File: src/rtl/sender_arb_if.sv
// -----------------------------------------------------------------------------
// sender_arb_if
// Purpose : Groups the byte handshakes around the UART sender arbiter.
//           It carries two request ports, the commit path (port 0) and the
//           monitor/debug path (port 1), plus the single output toward the
//           UART sender.
// Signals : req0_valid/req0_data/req0_ready  - commit-path byte handshake
//           req1_valid/req1_data/req1_ready  - monitor byte handshake
//           sender_ready                     - UART sender can take a byte
//           sender_valid/sender_in/owner     - registered byte toward sender
// Modports: master - byte producers and the UART sender (drive valids/data
//                    and sender_ready)
//           slave  - the arbiter itself
// -----------------------------------------------------------------------------
interface sender_arb_if;
  logic       req0_valid;
  logic [7:0] req0_data;
  logic       req0_ready;
  logic       req1_valid;
  logic [7:0] req1_data;
  logic       req1_ready;
  logic       sender_ready;
  logic       sender_valid;
  logic [7:0] sender_in;
  logic       owner;

  modport master (
    output req0_valid, req0_data, req1_valid, req1_data, sender_ready,
    input  req0_ready, req1_ready, sender_valid, sender_in, owner
  );

  modport slave (
    input  req0_valid, req0_data, req1_valid, req1_data, sender_ready,
    output req0_ready, req1_ready, sender_valid, sender_in, owner
  );
endinterface : sender_arb_if

File: src/rtl/sender_arb.sv
// -----------------------------------------------------------------------------
// sender_arb
// Purpose : Merges two byte streams into one UART sender through a one-byte
//           hold register. When both ports request, port 0 (commit path) has
//           priority, but it may win at most MAX_BURST times in a row while
//           port 1 is waiting. After that, port 1 gets one grant.
//           A new byte is accepted whenever the hold register is empty or is
//           being drained this cycle, so throughput is one byte per cycle.
// Ports   : clk   - single clock, all state updates on posedge
//           reset - synchronous, active-high; discards any held byte
//           bus   - sender_arb_if.slave (request ports and sender side)
// Params  : MAX_BURST - max consecutive port-0 grants while port 1 waits
//                       (1..255)
// Config  : SENDER_ARB_RR_EN - when defined, contention is resolved by plain
//           round-robin using a last-granted flag. MAX_BURST is then unused.
// -----------------------------------------------------------------------------
module sender_arb #(
  parameter int unsigned MAX_BURST = 8
) (
  input  logic          clk,
  input  logic          reset,
  sender_arb_if.slave   bus
);

  logic       w_load;
  logic       w_grant0;
  logic       w_grant1;
  logic       w_acc0;
  logic       w_acc1;

  logic       r_hold_valid;
  logic       r_hold_src;
  logic [7:0] r_hold_data;

`ifdef SENDER_ARB_RR_EN
  logic       r_last;       // 1 = port 1 was granted last
`else
  localparam int unsigned CW = $clog2(MAX_BURST + 1);
  logic [CW-1:0] r_burst_cnt;
`endif

  // NOTE: every always_comb output is assigned on every path; otherwise a
  // latch is inferred.
  always_comb begin
    // The register can take a byte when it is empty or drains this cycle.
    w_load = !r_hold_valid || bus.sender_ready;
`ifdef SENDER_ARB_RR_EN
    w_grant1 = bus.req1_valid && (!bus.req0_valid || !r_last);
`else
    w_grant1 = bus.req1_valid &&
               (!bus.req0_valid || (r_burst_cnt == CW'(MAX_BURST)));
`endif
    w_grant0 = bus.req0_valid && !w_grant1;
    // Gate with reset so nothing is accepted during a cycle in which reset
    // is high. Such a byte would be lost when the hold register clears.
    w_acc0   = w_load && w_grant0 && !reset;
    w_acc1   = w_load && w_grant1 && !reset;
  end

  assign bus.req0_ready   = w_acc0;
  assign bus.req1_ready   = w_acc1;
  assign bus.sender_valid = r_hold_valid;
  assign bus.sender_in    = r_hold_data;
  assign bus.owner        = r_hold_src;

  // NOTE: sequential state uses non-blocking assignments so every register
  // samples pre-edge values regardless of statement order.
  always_ff @(posedge clk) begin
    if (reset) begin
      r_hold_valid <= 1'b0;
      r_hold_src   <= 1'b0;
`ifdef SENDER_ARB_RR_EN
      r_last       <= 1'b0;
`else
      r_burst_cnt  <= '0;
`endif
    end else begin
      if (w_acc0 || w_acc1) begin
        r_hold_valid <= 1'b1;
        r_hold_src   <= w_acc1;
      end else if (bus.sender_ready) begin
        r_hold_valid <= 1'b0;
      end

`ifdef SENDER_ARB_RR_EN
      if (w_acc1) begin
        r_last <= 1'b1;
      end else if (w_acc0) begin
        r_last <= 1'b0;
      end
`else
      // The count is the number of port-0 wins since port 1 started waiting.
      if (w_acc1 || !bus.req1_valid) begin
        r_burst_cnt <= '0;
      end else if (w_acc0 && (r_burst_cnt != CW'(MAX_BURST))) begin
        r_burst_cnt <= r_burst_cnt + CW'(1);
      end
`endif
    end
  end

  // NOTE: the data register has no reset. hold_valid qualifies it, so
  // resetting it would only add reset fan-out.
  always_ff @(posedge clk) begin
    if (w_acc0) begin
      r_hold_data <= bus.req0_data;
    end else if (w_acc1) begin
      r_hold_data <= bus.req1_data;
    end
  end

endmodule : sender_arb

File: src/flat_wrapper.sv
// flat-port wrapper written by rule: the top's interface ports become plain ports
module sender_arb_flat 
#(
  parameter int unsigned MAX_BURST = 8
)
  (clk, reset, bus_req0_valid, bus_req0_data, bus_req1_valid, bus_req1_data, bus_sender_ready, bus_req0_ready, bus_req1_ready, bus_sender_valid, bus_sender_in, bus_owner);
  sender_arb_if bus_i ();
  input  logic clk;
  input  logic reset;
  input wire logic [$bits(bus_i.req0_valid)-1:0] bus_req0_valid;
  input wire logic [$bits(bus_i.req0_data)-1:0] bus_req0_data;
  input wire logic [$bits(bus_i.req1_valid)-1:0] bus_req1_valid;
  input wire logic [$bits(bus_i.req1_data)-1:0] bus_req1_data;
  input wire logic [$bits(bus_i.sender_ready)-1:0] bus_sender_ready;
  output wire logic [$bits(bus_i.req0_ready)-1:0] bus_req0_ready;
  output wire logic [$bits(bus_i.req1_ready)-1:0] bus_req1_ready;
  output wire logic [$bits(bus_i.sender_valid)-1:0] bus_sender_valid;
  output wire logic [$bits(bus_i.sender_in)-1:0] bus_sender_in;
  output wire logic [$bits(bus_i.owner)-1:0] bus_owner;
  assign bus_i.req0_valid = bus_req0_valid;
  assign bus_i.req0_data = bus_req0_data;
  assign bus_i.req1_valid = bus_req1_valid;
  assign bus_i.req1_data = bus_req1_data;
  assign bus_i.sender_ready = bus_sender_ready;
  assign bus_req0_ready = bus_i.req0_ready;
  assign bus_req1_ready = bus_i.req1_ready;
  assign bus_sender_valid = bus_i.sender_valid;
  assign bus_sender_in = bus_i.sender_in;
  assign bus_owner = bus_i.owner;
  sender_arb #(.MAX_BURST(MAX_BURST)) u_core (.clk(clk), .reset(reset), .bus(bus_i));
endmodule
File: config.mk
export PLATFORM = sky130hd
export DESIGN_NAME = sender_arb_flat
export DESIGN_NICKNAME = d
export VERILOG_FILES = /design/src/rtl/sender_arb_if.sv /design/src/rtl/sender_arb.sv /design/src/flat_wrapper.sv
export SDC_FILE = /design/constraint.sdc
export NUM_CORES = 1
export LEC_CHECK = 0
export BUFFER_PORTS_ARGS = -buffer_cell sky130_fd_sc_hd__buf_2
export CORE_MARGIN = 4
export CORE_UTILIZATION = 25
export DETAILED_ROUTE_END_ITERATION = 10
export SLEW_MARGIN = 20
export SYNTH_ARGS = -nofsm -noshare
export SYNTH_HDL_FRONTEND = slang
export SYNTH_SLANG_ARGS = --single-unit
File: constraint.sdc
create_clock -name clk -period 3.5 [get_ports clk]
set_input_delay 0.7 -clock clk [delete_from_list [all_inputs] [get_ports clk]]
set_output_delay 0.7 -clock clk [all_outputs]
set_load 0.01 [all_outputs]
==> run_results.csv, run 1 <==
group,metric,value,unit
outcome,status,"completed",
floorplan,core-area,0.00276,mm^2
synth,synth_edf_count,8,
cts,cts_max_level,1,
cts,clock_path_buffers,2,
drt,ant_nets,0,
critical_path,path_common_cell,"buf_2",
timing,setup_tns,0,ns
synth,syn_nets,82,
floorplan,die_h,61.9,um
synth,ys_types,22,
drt,drt_iter0_drc,19,
synth,synth_top_area_cell,"edfxtp_1",
power_and_ir_drop,peakVddDrop,196,uV
critical_path,cp-endpoint,"bus_req0_ready",
timing,setup_viol,0,
critical_path,r2r-end,"u_core.bus.sender_in[2]",
place,portBuffers,32,
grt,grt_use_total,0.0848,
grt,grt_max_degree,12,
power_and_ir_drop,p_total,0.354,mW
floorplan,start_util,0.264,
timing,rsz0062_at_grt,"false",
grt,grt_pass1_wl,2.34,mm
synth,synth_common_cells,"8 x edfxtp_1, 7 x mux2_4, 6 x dfxtp_1",
cts,cts_tree,"built",
grt,antenna_found_initial,0,
cts,clock_latency,0.27,ns
synth,synthesis.area,727,um^2
drt,routed_wl,1.48,mm
hold_path,min_path_type,"register to register",
cts,cts_setup_buffers,0,
critical_path,r2r_start,"u_core.r_burst_cnt[0]",
drt,dr.pass1.iters,4,
drt,drc_errors,0,
critical_path,worstSetupStartpointType,"input pin",
timing,relSlewSlack,0.657,
job,drv_cap,0,
synth,async_flop_share,0,
critical_path,critPathSlowestCell,"a211o_1",
layout,post-route-util,0.343,
drt,via_count,572,
critical_path,regToRegSetupSlack,1.33,ns
critical_path,path_class,"input pin to output port",
cts,clock_sinks,14,
critical_path,critPathMaxStageDelay,0.50,ns
critical_path,required,2.80,ns
cts,numCtsBuffers,3,
layout,syn2layout_area_growth,30.1,%
timing,tightest_slew,0.514,ns
layout,num_antenna_cells,0,
cts,clk_pin_slew,0.09,ns
place,gp_congestion,0.794,
drt,wl_per_cell,11.9,um
synth,synth_top_area_frac,0.330,
synth,synthCells,59,
place,place_area,910,um^2
floorplan,dieWidth,61.9,um
synth,synth-seq-area-share,0.496,
critical_path,worstPathCellList,"buf_2 -> nor2b_1 -> a211o_1 -> inv_1 -> buf_2",
synth,synthMostInstantiatedCell,"edfxtp_1",
timing,fmax,382,MHz
timing,post-route-min-period,2.62,ns
cts,cts.repair.resized,0,
timing,post-route-period-util,0.748,
critical_path,worstPathMaxFanout,11,
grt,grt-ovfl-total,0,
critical_path,crit_arrival,1.92,ns
layout,fin_nets,117,
cts,root_buffer,"clkbuf_4",
timing,hold_viol,0,
floorplan,num_rows,19,
timing,final_max_slew_viol_count,0,
timing,skew,0.00969,ns
synth,ys_ff_latch,14,
critical_path,r2r_cells,5,
power_and_ir_drop,power_density,374,mW/mm^2
layout,post-route-cell-area,946,um^2
drt,viasPerCell,4.61,
synth,ys_warn_count,0,
place,dp.final_hpwl,1.18,mm
power_and_ir_drop,p_leak,0.422,nW
synth,ys.flop_type,"edfxtp_1",
floorplan,die_area,0.00383,mm^2
floorplan,io-pin-count,33,
synth,synth.area.top_cells,"edfxtp_1 33%, dfxtp_1 17%, mux2_4 14%",
grt,grt_pass1_vias,544,
cts,hold_buffers,0,
critical_path,end_kind,"output port",
critical_path,crit_start,"bus_sender_ready",
timing,whs,0.506,ns
synth,avgSynthCellArea,12.3,um^2
layout,drive_gt1_frac,0.484,
[state kept, by name, summed over array words and instances (netlist names)]
signal,flops
u_core.bus.sender_in,8
u_core.r_burst_cnt,4
u_core.bus.sender_valid,1
u_core.bus.owner,1
[where the power goes]
| part | switching, mW | leakage (nW) | internal, mW |
|---|---|---|---|
| sequential | 0.00237 | 0.124 | 0.184 |
| combinational | 0.0266 | 0.277 | 0.0288 |
| clock | 0.0490 | 0.0210 | 0.0632 |
[metal layers]
metal,track usage,share of wire,up-vias
met1,0.101,0.43,256
li1,-,-,292
met2,0.136,0.43,24
met4,0.0364,0,0
met3,0.0331,0.13,0
met5,0,0,-
[logic make-up (layout without fill, tap and decap cells)]
kind of cell,after synthesis,after routing,synth area share
buffers and inverters,7,41,0.0482
adder cells (fa/ha/maj),2,2,0.0344
AO/OA/AOI/OAI,14,14,0.138
flip-flops,14,14,0.496
AND/OR/NAND/NOR,14,14,0.124
multiplexers,8,8,0.160
[worst min-delay path by stage]
stage,startpoint,to,slack (ns),cells after the start
after floorplan,u_core.r_burst_cnt[3],u_core.r_burst_cnt[3],0.48,2
after detailed placement,u_core.bus.owner,u_core.bus.owner,0.48,1
final,u_core.bus.owner,u_core.bus.owner,0.51,1
after global placement,u_core.bus.owner,u_core.bus.owner,0.47,1
after global routing,u_core.r_burst_cnt[2],u_core.r_burst_cnt[2],0.56,2
after CTS,u_core.bus.owner,u_core.bus.owner,0.51,1
[through the flow]
step	setup WS, ns	std cells
floorplan	1.37	59
global placement	0.932	120
detailed placement	0.887	120
CTS	0.867	124
global route	0.751	124
finish	0.882	124
[critical path, delay by kind of cell]
family          cells  cell delay, ns
compound gates      1            0.50
simple gates        1            0.39
buf+inv             3            0.32
[layout by cell type (no fill, tap or decap), types with 2 or more instances in the layout]
cell type / count
clkbuf_4: 3
ha_1: 2
buf_2: 32
a211oi_1: 5
edfxtp_1: 8
a21oi_1: 3
nor2b_1: 2
inv_1: 5
o31ai_1: 4
nand4_1: 3
mux2_4: 7
dfxtp_1: 6
nand2b_1: 3
[cell type report]
| cell class | count | area, um^2 |
|---|---|---|
| Inverter | 5 | 18.8 |
| Sequential cell | 14 | 360 |
| Tap cell | 31 | 38.8 |
| Multi-Input combinational cell | 38 | 332 |
| Fill cell | 289 | 1810 |
| Clock buffer | 4 | 36.3 |
| Timing Repair Buffer | 32 | 160 |
Power figures use the tool's default switching activity.
==> run 2: changes to the inputs <==
Clock period 3.5 ns to 2.7 ns, I/O delays scaled along.
==> run 2 against run 1 <==
Against the previous run: register-to-register slack got worse by 0.78 ns; sequential power rose by 30%; global-route usage grew 0.60 points; design area down 1.1%; combinational power up 29%; critical path type is now register to output port; critical endpoint unchanged.
==> run_results.csv, run 2 (synthesized netlist as in run 1, its figures left out) <==
group,metric,value,unit
place,dp.final_hpwl,1.20,mm
floorplan,core-area,0.00276,mm^2
drt,dr.pass1.iters,4,
cts,clock_sinks,14,
critical_path,crit_arrival,1.95,ns
layout,post-route-util,0.339,
layout,largest_reg_flops,8,
cts,clock_path_buffers,2,
job,drv_cap,0,
grt,grt_use_total,0.0908,
layout,drive_gt1_frac,0.473,
timing,relSlewSlack,0.654,
grt,grt_pass1_wl,2.47,mm
cts,hold_buffers,0,
place,place_area,910,um^2
floorplan,num_rows,19,
critical_path,critPathMaxStageDelay,0.50,ns
layout,num_antenna_cells,0,
power_and_ir_drop,p_total,0.434,mW
timing,final_max_slew_viol_count,0,
timing,fmax,402,MHz
layout,final_cell_mix,"32 x buf_2, 8 x edfxtp_1, 7 x mux2_4, 6 x dfxtp_1",
critical_path,worstPathCellList,"inv_1 -> ha_1 -> and3b_1 -> a211o_1 -> inv_1 -> buf_2",
cts,clk_pin_slew,0.08,ns
grt,grt-ovfl-total,0,
critical_path,worstSetupStartpointType,"register",
power_and_ir_drop,peakVddDrop,196,uV
drt,wl_per_cell,12.6,um
critical_path,r2r_start,"u_core.r_burst_cnt[0]",
cts,root_buffer,"clkbuf_4",
cts,numCtsBuffers,3,
floorplan,start_util,0.264,
layout,final_common_cell,"buf_2",
critical_path,crit_start,"u_core.r_burst_cnt[0]",
cts,cts_max_level,1,
timing,skew,0.00174,ns
outcome,status,"completed",
power_and_ir_drop,power_density,463,mW/mm^2
drt,ant_nets,0,
hold_path,hold_depth,2,
grt,antenna_found_initial,0,
layout,fin_nets,117,
layout,syn2layout_area_growth,28.7,%
critical_path,critPathSlowestCell,"a211o_1",
critical_path,cp-endpoint,"bus_req0_ready",
timing,post-route-period-util,0.921,
critical_path,path_common_cell,"inv_1",
place,portBuffers,32,
critical_path,cp.depth,6,
floorplan,io-pin-count,33,
floorplan,die_area,0.00383,mm^2
floorplan,die_h,61.9,um
timing,setup_tns,0,ns
timing,timing.final.ws_setup,0.214,ns
drt,viasPerCell,4.96,
timing,rsz0062_at_grt,"false",
drt,drt_iter0_drc,31,
cts,clock_latency,0.28,ns
critical_path,cp_top_family,"compound AO/OA/AOI/OAI gates",
cts,cts_setup_buffers,0,
drt,drc_errors,0,
power_and_ir_drop,p_leak,0.417,nW
timing,tightest_slew,0.518,ns
critical_path,r2r-end,"u_core.bus.sender_in[7]",
timing,post-route-min-period,2.49,ns
timing,setup_viol,0,
critical_path,required,2.16,ns
cts,cts_tree,"built",
critical_path,r2r_cells,5,
place,gp_congestion,0.791,
cts,cts.repair.resized,0,
layout,post-route-cell-area,936,um^2
critical_path,end_kind,"output port",
critical_path,path_class,"register to output port",
grt,grt_pass1_vias,586,
hold_path,min_path_type,"input pin to register",
critical_path,regToRegSetupSlack,0.55,ns
drt,routed_wl,1.56,mm
place,pre_cts_ws,0.376,ns
grt,grt_max_degree,12,
critical_path,critical_path_buf_inv_count,3,
floorplan,dieWidth,61.9,um
drt,via_count,615,
timing,hold_viol,0,
critical_path,worstPathMaxFanout,11,
[run 2: changes by cell type in the layout (fill, tap and decap cells not counted)]
cell      change
clkbuf_8      -1
clkinv_1      +1
[run 2: how the worst min path moves through the flow]
stage	start	to	slack, ns
global placement	u_core.bus.owner	u_core.bus.owner	0.47
finish	reset	u_core.bus.sender_valid	0.46
global route	reset	u_core.bus.sender_valid	0.48
floorplan	u_core.r_burst_cnt[3]	u_core.r_burst_cnt[3]	0.48
CTS	reset	u_core.bus.sender_valid	0.46
detailed placement	u_core.bus.owner	u_core.bus.owner	0.48
[run 2: cell type report]
| cell class | count | area, um^2 |
|---|---|---|
| clock buffer | 3 | 22.5 |
| sequential | 14 | 360 |
| inverter | 5 | 18.8 |
| fill | 284 | 1820 |
| tap | 31 | 38.8 |
| clock inverter | 1 | 3.75 |
| multi-input combinational | 38 | 332 |
| timing repair buffer | 32 | 160 |
[run 2: power breakdown]
part	switching, mW	internal (mW)
Sequential	0.00322	0.238
Combinational	0.0342	0.0373
Clock	0.0669	0.0536
Total	0.104	0.329
[run 2: layer usage]
layer	wire, um	vias to the layer above	track usage
met3	234	5	0.0248
met1	609	273	0.101
met2	683	43	0.154
met4	36	0	0.0545
li1	-	294	-
met5	0	-	0
[run 2: through the flow]
step,hold slack [ns],instances
after floorplan,0.483,59
after global placement,0.469,120
after detailed placement,0.480,120
after CTS,0.458,124
after global routing,0.477,124
final,0.465,124
